**config.mk**
```make
export PLATFORM = sky130hd
export DESIGN_NAME = instr_fetch_unit
export DESIGN_NICKNAME = d
export VERILOG_FILES = /design/src/rtl/instr_fetch_unit.sv
export SDC_FILE = /design/constraint.sdc
export NUM_CORES = 1
export LEC_CHECK = 0
export CAP_MARGIN = 10
export CORE_ASPECT_RATIO = 1.2
export CORE_MARGIN = 5
export CORE_UTILIZATION = 30
export CTS_BUF_LIST = sky130_fd_sc_hd__clkbuf_4
export DETAILED_ROUTE_END_ITERATION = 16
export GPL_ROUTABILITY_DRIVEN = 0
export PLACE_DENSITY = 0.64
export SLEW_MARGIN = 40
export SYNTH_ARGS = -nofsm -noshare
export SYNTH_HDL_FRONTEND = slang
export SYNTH_SLANG_ARGS = --single-unit
```
**constraint.sdc**
```tcl
create_clock -name clk -period 2.04 [get_ports clk]
set_clock_uncertainty 0.2 [all_clocks]
set_input_delay 0.306 -clock clk [delete_from_list [all_inputs] [get_ports clk]]
set_output_delay 0.306 -clock clk [all_outputs]
set_load 0.02 [all_outputs]
```
**src/rtl/instr_fetch_unit.sv**
```systemverilog
// Instruction fetch unit: one outstanding imem read, holds the fetched word until the decoder accepts it.
// Optional macro FETCH_ALIGN_CHK_EN adds AlignFault and a sticky S_FAULT state on misaligned branch targets.
module instr_fetch_unit #(
    parameter logic [31:0] RESET_PC = 32'h0000_0000
) (
    input  logic        clk,
    input  logic        reset,
    output logic        imem_req,
    output logic [31:0] imem_addr,
    input  logic        imem_ack,
    input  logic [31:0] imem_rdata,
    input  logic        dec_ready,
    input  logic        PCSrc,
    input  logic [31:0] BranchTarget,
    output logic        InstrValid,
    output logic [31:0] Instr,
    output logic [3:0]  Cond,
    output logic [1:0]  Op,
    output logic [5:0]  Funct,
    output logic [3:0]  Rd,
    output logic [31:0] PC,
    output logic [31:0] PCPlus8,
    output logic [15:0] FetchCount
`ifdef FETCH_ALIGN_CHK_EN
    ,
    output logic        AlignFault
`endif
);

    typedef enum logic [1:0] {
        S_IDLE  = 2'd0,
        S_REQ   = 2'd1,
        S_VALID = 2'd2
`ifdef FETCH_ALIGN_CHK_EN
        ,
        S_FAULT = 2'd3
`endif
    } state_e;

    state_e      state_q;
    logic [31:0] fetch_pc_q;
    logic [31:0] fetch_pc_d;
    logic [31:0] instr_q;
    logic [31:0] pc_q;
    logic [15:0] count_q;
    logic        req_q;
    logic        valid_q;

    // Masking the low bits keeps a redirect word-aligned when no fault checking is built in.
    always_comb begin
        fetch_pc_d = fetch_pc_q;
        if (PCSrc) begin
            fetch_pc_d = BranchTarget & 32'hFFFF_FFFC;
        end
    end

`ifdef FETCH_ALIGN_CHK_EN
    logic align_fault_q;
    logic misaligned_br;

    assign misaligned_br = PCSrc && (BranchTarget[1:0] != 2'b00);
    assign AlignFault    = align_fault_q;
`endif

    // NOTE: sequential state uses non-blocking assignments so every register samples pre-edge values.
    always_ff @(posedge clk or negedge reset) begin
        if (!reset) begin
            state_q    <= S_IDLE;
            fetch_pc_q <= RESET_PC;
            instr_q    <= 32'h0;
            pc_q       <= 32'h0;
            count_q    <= 16'h0;
            req_q      <= 1'b0;
            valid_q    <= 1'b0;
`ifdef FETCH_ALIGN_CHK_EN
            align_fault_q <= 1'b0;
`endif
        end else begin
            case (state_q)
                S_IDLE: begin
                    req_q   <= 1'b1;
                    state_q <= S_REQ;
                end
                S_REQ: begin
                    if (imem_ack) begin
                        instr_q    <= imem_rdata;
                        pc_q       <= fetch_pc_q;
                        fetch_pc_q <= fetch_pc_q + 32'd4;
                        req_q      <= 1'b0;
                        valid_q    <= 1'b1;
                        state_q    <= S_VALID;
                    end
                end
                S_VALID: begin
                    if (dec_ready) begin
                        count_q <= count_q + 16'd1;
                        valid_q <= 1'b0;
`ifdef FETCH_ALIGN_CHK_EN
                        if (misaligned_br) begin
                            align_fault_q <= 1'b1;
                            state_q       <= S_FAULT;
                        end else begin
                            fetch_pc_q <= fetch_pc_d;
                            req_q      <= 1'b1;
                            state_q    <= S_REQ;
                        end
`else
                        fetch_pc_q <= fetch_pc_d;
                        req_q      <= 1'b1;
                        state_q    <= S_REQ;
`endif
                    end
                end
`ifdef FETCH_ALIGN_CHK_EN
                S_FAULT: begin
                    state_q <= S_FAULT;
                end
`endif
                default: begin
                    state_q <= S_IDLE;
                end
            endcase
        end
    end

    assign imem_req   = req_q;
    assign imem_addr  = fetch_pc_q;
    assign InstrValid = valid_q;
    assign Instr      = instr_q;
    assign Cond       = instr_q[31:28];
    assign Op         = instr_q[27:26];
    assign Funct      = instr_q[25:20];
    assign Rd         = instr_q[15:12];
    assign PC         = pc_q;
    assign PCPlus8    = pc_q + 32'd8;
    assign FetchCount = count_q;

endmodule

```
Word-level counts from Yosys, hierarchy flattened --
Index checks and enable logic that the tools add are counted.
Storage, ports and cells: register bits 116, input bits 69
Cells by class: $add $sub $neg 3, equality and inequality tests 5, multiplexer cells 13, reductions and logical operators 9
Operators by type and width (count):
- $mux W32 | 3
- $pmux W32 S2 | 1
- $add A32 B3 Y32 const B | 1
- $add A32 B4 Y32 const B | 1
- $add A16 B1 Y16 const B | 1
- $ne A2 B2 Y1 const B | 3
- $pmux W2 S3 | 1
- $reduce_and A2 Y1 | 3
- $reduce_and A3 Y1 | 2
- $mux W1 | 4
- $mux W2 | 2
- $reduce_and A4 Y1 | 1
- $pmux W1 S3 | 1
- $reduce_bool A3 Y1 | 1
- $eq A2 B1 Y1 const B | 1
- $eq A2 B2 Y1 const B | 1
- $logic_not A2 Y1 | 1
- $pmux W1 S2 | 1
- $reduce_bool A2 Y1 | 1

Depth between registers and ports, before layout --
depth after elaboration 3, mapped depth 7, mapped depth without buffers 5

Worst setup path after synthesis --
OpenSTA, ideal clock, no wires.
path kind register to output, start point reg pc_q[5], in the netlist PC[5], end point out PCPlus8[16], arrival time 1.716 ns, data required time 1.534 ns, path slack -0.182 ns, cell stages (with the launch flop) 5, path buffers 0, path through dfrtp_1 nand3_1 nor3_2 and4_1 xor2_1
On the way: word-level cells in the longest chain between the ends 1
Ends and longest elaborated chain:
- start, declared | RTL line 44 | logic [31:0] pc_q;
- start signal, assigned | RTL line 87 | pc_q <= fetch_pc_q;
- $add A32 B4 Y32 | RTL line 135 | assign PCPlus8 = pc_q + 32'd8;
- end, declared | RTL line 22 | output logic [31:0] PCPlus8,
No other way between the ends.

Worst setup path after layout --
start point reg pc_q[3], in the netlist PC[3], end point out PCPlus8[31]
The elaborated chain is that of the path after synthesis.

==> impl_results.rst <==
.. list-table::
   :header-rows: 1

   * - Metric
     - Value
   * - Result of the run
     - finished with violations
   * - Violated checks
     - negative setup slack
   * - Top FF cell, synth
     - dfrtp_1
   * - Share of Yosys cell area claimed by the top area cell type
     - 0.470
   * - Data required time at the worst endpoint
     - 1.53 ns
   * - Number of input and output port buffers inserted
     - 222
   * - Yosys warns
     - 0
   * - P_leak
     - 4.86 nW
   * - Clk_lat worst skew
     - 0.48 ns
   * - Starting Density
     - 0.305
   * - Global-route usage over all layers
     - 0.177
   * - Sum of routed wire length over all layers
     - 20,800 um
   * - Area taken by flip-flops and latches
     - 2820 um^2
   * - Dpl ws
     - -0.524 ns
   * - Power density over cell area
     - 1340 nW/um^2
   * - Number of vias per cell
     - 4.85
   * - Max-slew violations
     - 0
   * - Clock period minus final worst setup slack
     - 2.51 ns
   * - Number of synthesized flops with an enable pin
     - 0
   * - Final-report setup violation count
     - 26
   * - Worst Hold Slack
     - 0.0973 ns
   * - CTS Buffer Depth
     - 2
   * - Die Outline Area
     - 22,800 um^2
   * - Global-route wire length before repair
     - 32,500 um
   * - Cell accounting for the most synthesized area
     - dfrtp_1
   * - Area growth syn-to-layout
     - 58.5%
   * - Layout cells sized above 1
     - 0.237
   * - IO Count
     - 231
   * - Area occupied by multi-input gates
     - 3020 um^2
   * - Commonest non-fill, non-tap cells in the layout
     - nand2_1, buf_4, dlygate4sd2_1, dfrtp_1, clkdlybuf4s50_1
   * - Post-synthesis async set-or-reset flop share
     - 1.00
   * - Leading cell types by total area after synthesis
     - dfrtp_1, nand2_1, xnor2_1, nand3_1, buf_4
   * - Count of fill cells added during filler insertion
     - 1,899
   * - Final worst path period share
     - 1.23
   * - TritonCTS sink count
     - 112
   * - Cell-internal power
     - 6.74 mW
   * - Slew margin rel.
     - 0.652
   * - Nets
     - 1,044
   * - Kind of critical path
     - register to primary output
   * - Number of routed nets with antenna violations
     - 0
   * - Kind of start point of the critical path
     - register
   * - Number of buffers created by CTS
     - 9
   * - Final hold violations
     - 0
   * - Sequential Power Share
     - 0.291
   * - Cell Count, Final, Fillers Out
     - 1,239
   * - Data arrival time at the worst-slack endpoint
     - 2.00 ns
   * - Antenna violations before repair
     - 1
   * - Width of the die
     - 139 um
   * - Final cell utilization of the core
     - 0.483
   * - Register bit total from synthesis
     - 112
   * - Psw
     - 5.96 mW
   * - Worst Setup Slack, final
     - -0.466 ns
   * - Clock share of power
     - 0.087
   * - Residual DRC count
     - 0
   * - Final global-route overflow total
     - 0
   * - Standard cell core area
     - 19,500 um^2
   * - Worst hold-check path type
     - input pin to async pin
   * - Crit path capture type
     - primary output
   * - Transition at the pin with the smallest max-transition slack
     - 0.522 ns
   * - Power share of the combinational group
     - 0.623
   * - Most common cell after layout, fill and taps aside
     - nand2_1
   * - Number of max-capacitance violations reported
     - 0
   * - 1st-pass router iterations
     - 5
   * - Max frequency
     - 399 MHz
   * - DP Wirelength
     - 15,700 um
   * - Biggest fanout along the worst timing path
     - 10
   * - Worst vdd ir
     - 0.000674 V
   * - Placed insts
     - 1,211
   * - RSZ-0062 raised after global routing
     - true
   * - TritonCTS clock tree
     - done
   * - Switching Fraction
     - 0.469
   * - DIE HEIGHT
     - 164 um
   * - Count of vias placed by the detailed router
     - 6,006
   * - Number of distinct standard cells referenced by the synthesized netlist
     - 64
   * - H-tree Lvls
     - 3
   * - Final routed wire length divided by cell count
     - 16.8 um
   * - Number of global-route vias before repair
     - 5,853
   * - Row count
     - 56
   * - Gate Count Post-Synth
     - 674
   * - Avg Inst Size Synth
     - 8.84 um^2
   * - Largest net degree at the start of global routing
     - 51
   * - Clk pin slew, worst setup/hold paths
     - 0.19 ns
   * - Fraction of the yosys area taken by sequential cells
     - 0.470
   * - Netlist area before placement
     - 5960 um^2
   * - Clk Tree Root Cell
     - clkbuf_4
   * - Initial DRC count
     - 339
-- metal layers --
| metal | up-vias | track usage | share of wire |
|---|---|---|---|
| met3 | 24 | 0.0316 | 0.050 |
| met4 | 0 | 0.0520 | 0.016 |
| met5 | - | 0 | 0 |
| li1 | 2905 | - | - |
| met2 | 235 | 0.310 | 0.50 |
| met1 | 2842 | 0.227 | 0.43 |
-- cells by family (layout without fill, tap and decap cells) --
family | after synthesis | count (layout) | synth area share
and+or+nand+nor | 365 | 365 | 0.297
DFF | 112 | 112 | 0.470
AOI/OAI and AO/OA | 86 | 86 | 0.101
buffers and inverters | 63 | 361 | 0.0590
xor gates and xnor gates | 42 | 42 | 0.0617
adders and majority gates | 3 | 3 | 0.00630
muxes | 2 | 2 | 0.00378
other | 1 | 7 | 0.000629
-- synthesized netlist by cell type (5+ instances only) --
cell type	count
buf_2	13
and4_1	9
buf_4	24
nand4_1	21
buf_1	7
and3_1	17
clkbuf_1	13
xor2_1	9
a31oi_1	8
nor2_1	23
o21ai_0	12
a22oi_1	5
o22ai_1	5
nand3_1	42
a21oi_1	21
nand2_1	209
nor3_1	9
a311oi_1	7
dfrtp_1	112
xnor2_1	33
-- power groups by stage --
stage / registers, mW / clock network [mW] / logic, mW
global placement: 3.73 / 0 / 8.50
detailed placement: 3.77 / 0 / 8.56
global route: 3.82 / 1.23 / 8.54
finish: 3.69 / 1.10 / 7.91
floorplan: 4.95 / 0 / 3.08
CTS: 3.71 / 1.16 / 8.01
-- critical path, stage by stage, from the launching register on --
cell and delay, ns:
dfrtp_2 0.45, ha_4 0.16, nand2_4 0.06, nor3_4 0.21, buf_12 0.16, nand4_1 0.15
xnor2_2 0.16, buf_4 0.16
-- timing repair --
action	4_1_cts	5_1_grt
hold buffers	1	0
buffers inserted	6	4
pin swaps	8	9
setup endpoints to repair	137	55
hold endpoints to repair	112	0
resized for setup	266	29
-- stage by stage --
| step | TNS (ns) | total power [mW] | instance area [um^2] |
|---|---|---|---|
| floorplan | 0 | 8.04 | 6100 |
| global placement | -11.61 | 12.2 | 9290 |
| detailed placement | -12.18 | 12.3 | 9290 |
| CTS | -9.93 | 12.9 | 9350 |
| global route | -12.29 | 13.6 | 9450 |
| finish | -8.33 | 12.7 | 9450 |
-- state kept, by name (all words and copies together) (netlist names) --
| register | flops |
|---|---|
| Instr | 32 |
| PC | 30 |
| imem_addr | 30 |
| FetchCount | 16 |
| state_q | 2 |
| InstrValid | 1 |
| imem_req | 1 |
-- cell type report --
| class | count | share of cell area |
|---|---|---|
| antenna | 1 | 0.000265 |
| clock buffer | 10 | 0.00795 |
| clock inverter | 6 | 0.00543 |
| inverter | 4 | 0.00159 |
| multi-input combinational | 504 | 0.319 |
| sequential | 112 | 0.299 |
| tap | 261 | 0.0346 |
| timing repair buffer | 341 | 0.332 |
-- path summary, 6_finish.rpt --
check,start,to,slack (ns),cells after the start
worst min register to register,FetchCount[15]$_DFFE_PN0P_,FetchCount[15]$_DFFE_PN0P_,0.28,1
min in group clk,imem_rdata[22],Instr[22]$_DFFE_PN0P_,0.12,3
worst min-delay path,reset,imem_req$_DFFE_PN0P_,0.1,2
worst max-delay path,PC[3]$_DFFE_PN0P_,PCPlus8[31],-0.47,7
max in group asynchronous,reset,imem_addr[20]$_DFFE_PN0P_,0.98,3
worst max register to register,imem_addr[2]$_DFFE_PN0P_,imem_addr[28]$_DFFE_PN0P_,0.08,6
(Power assumes the default switching activity.)
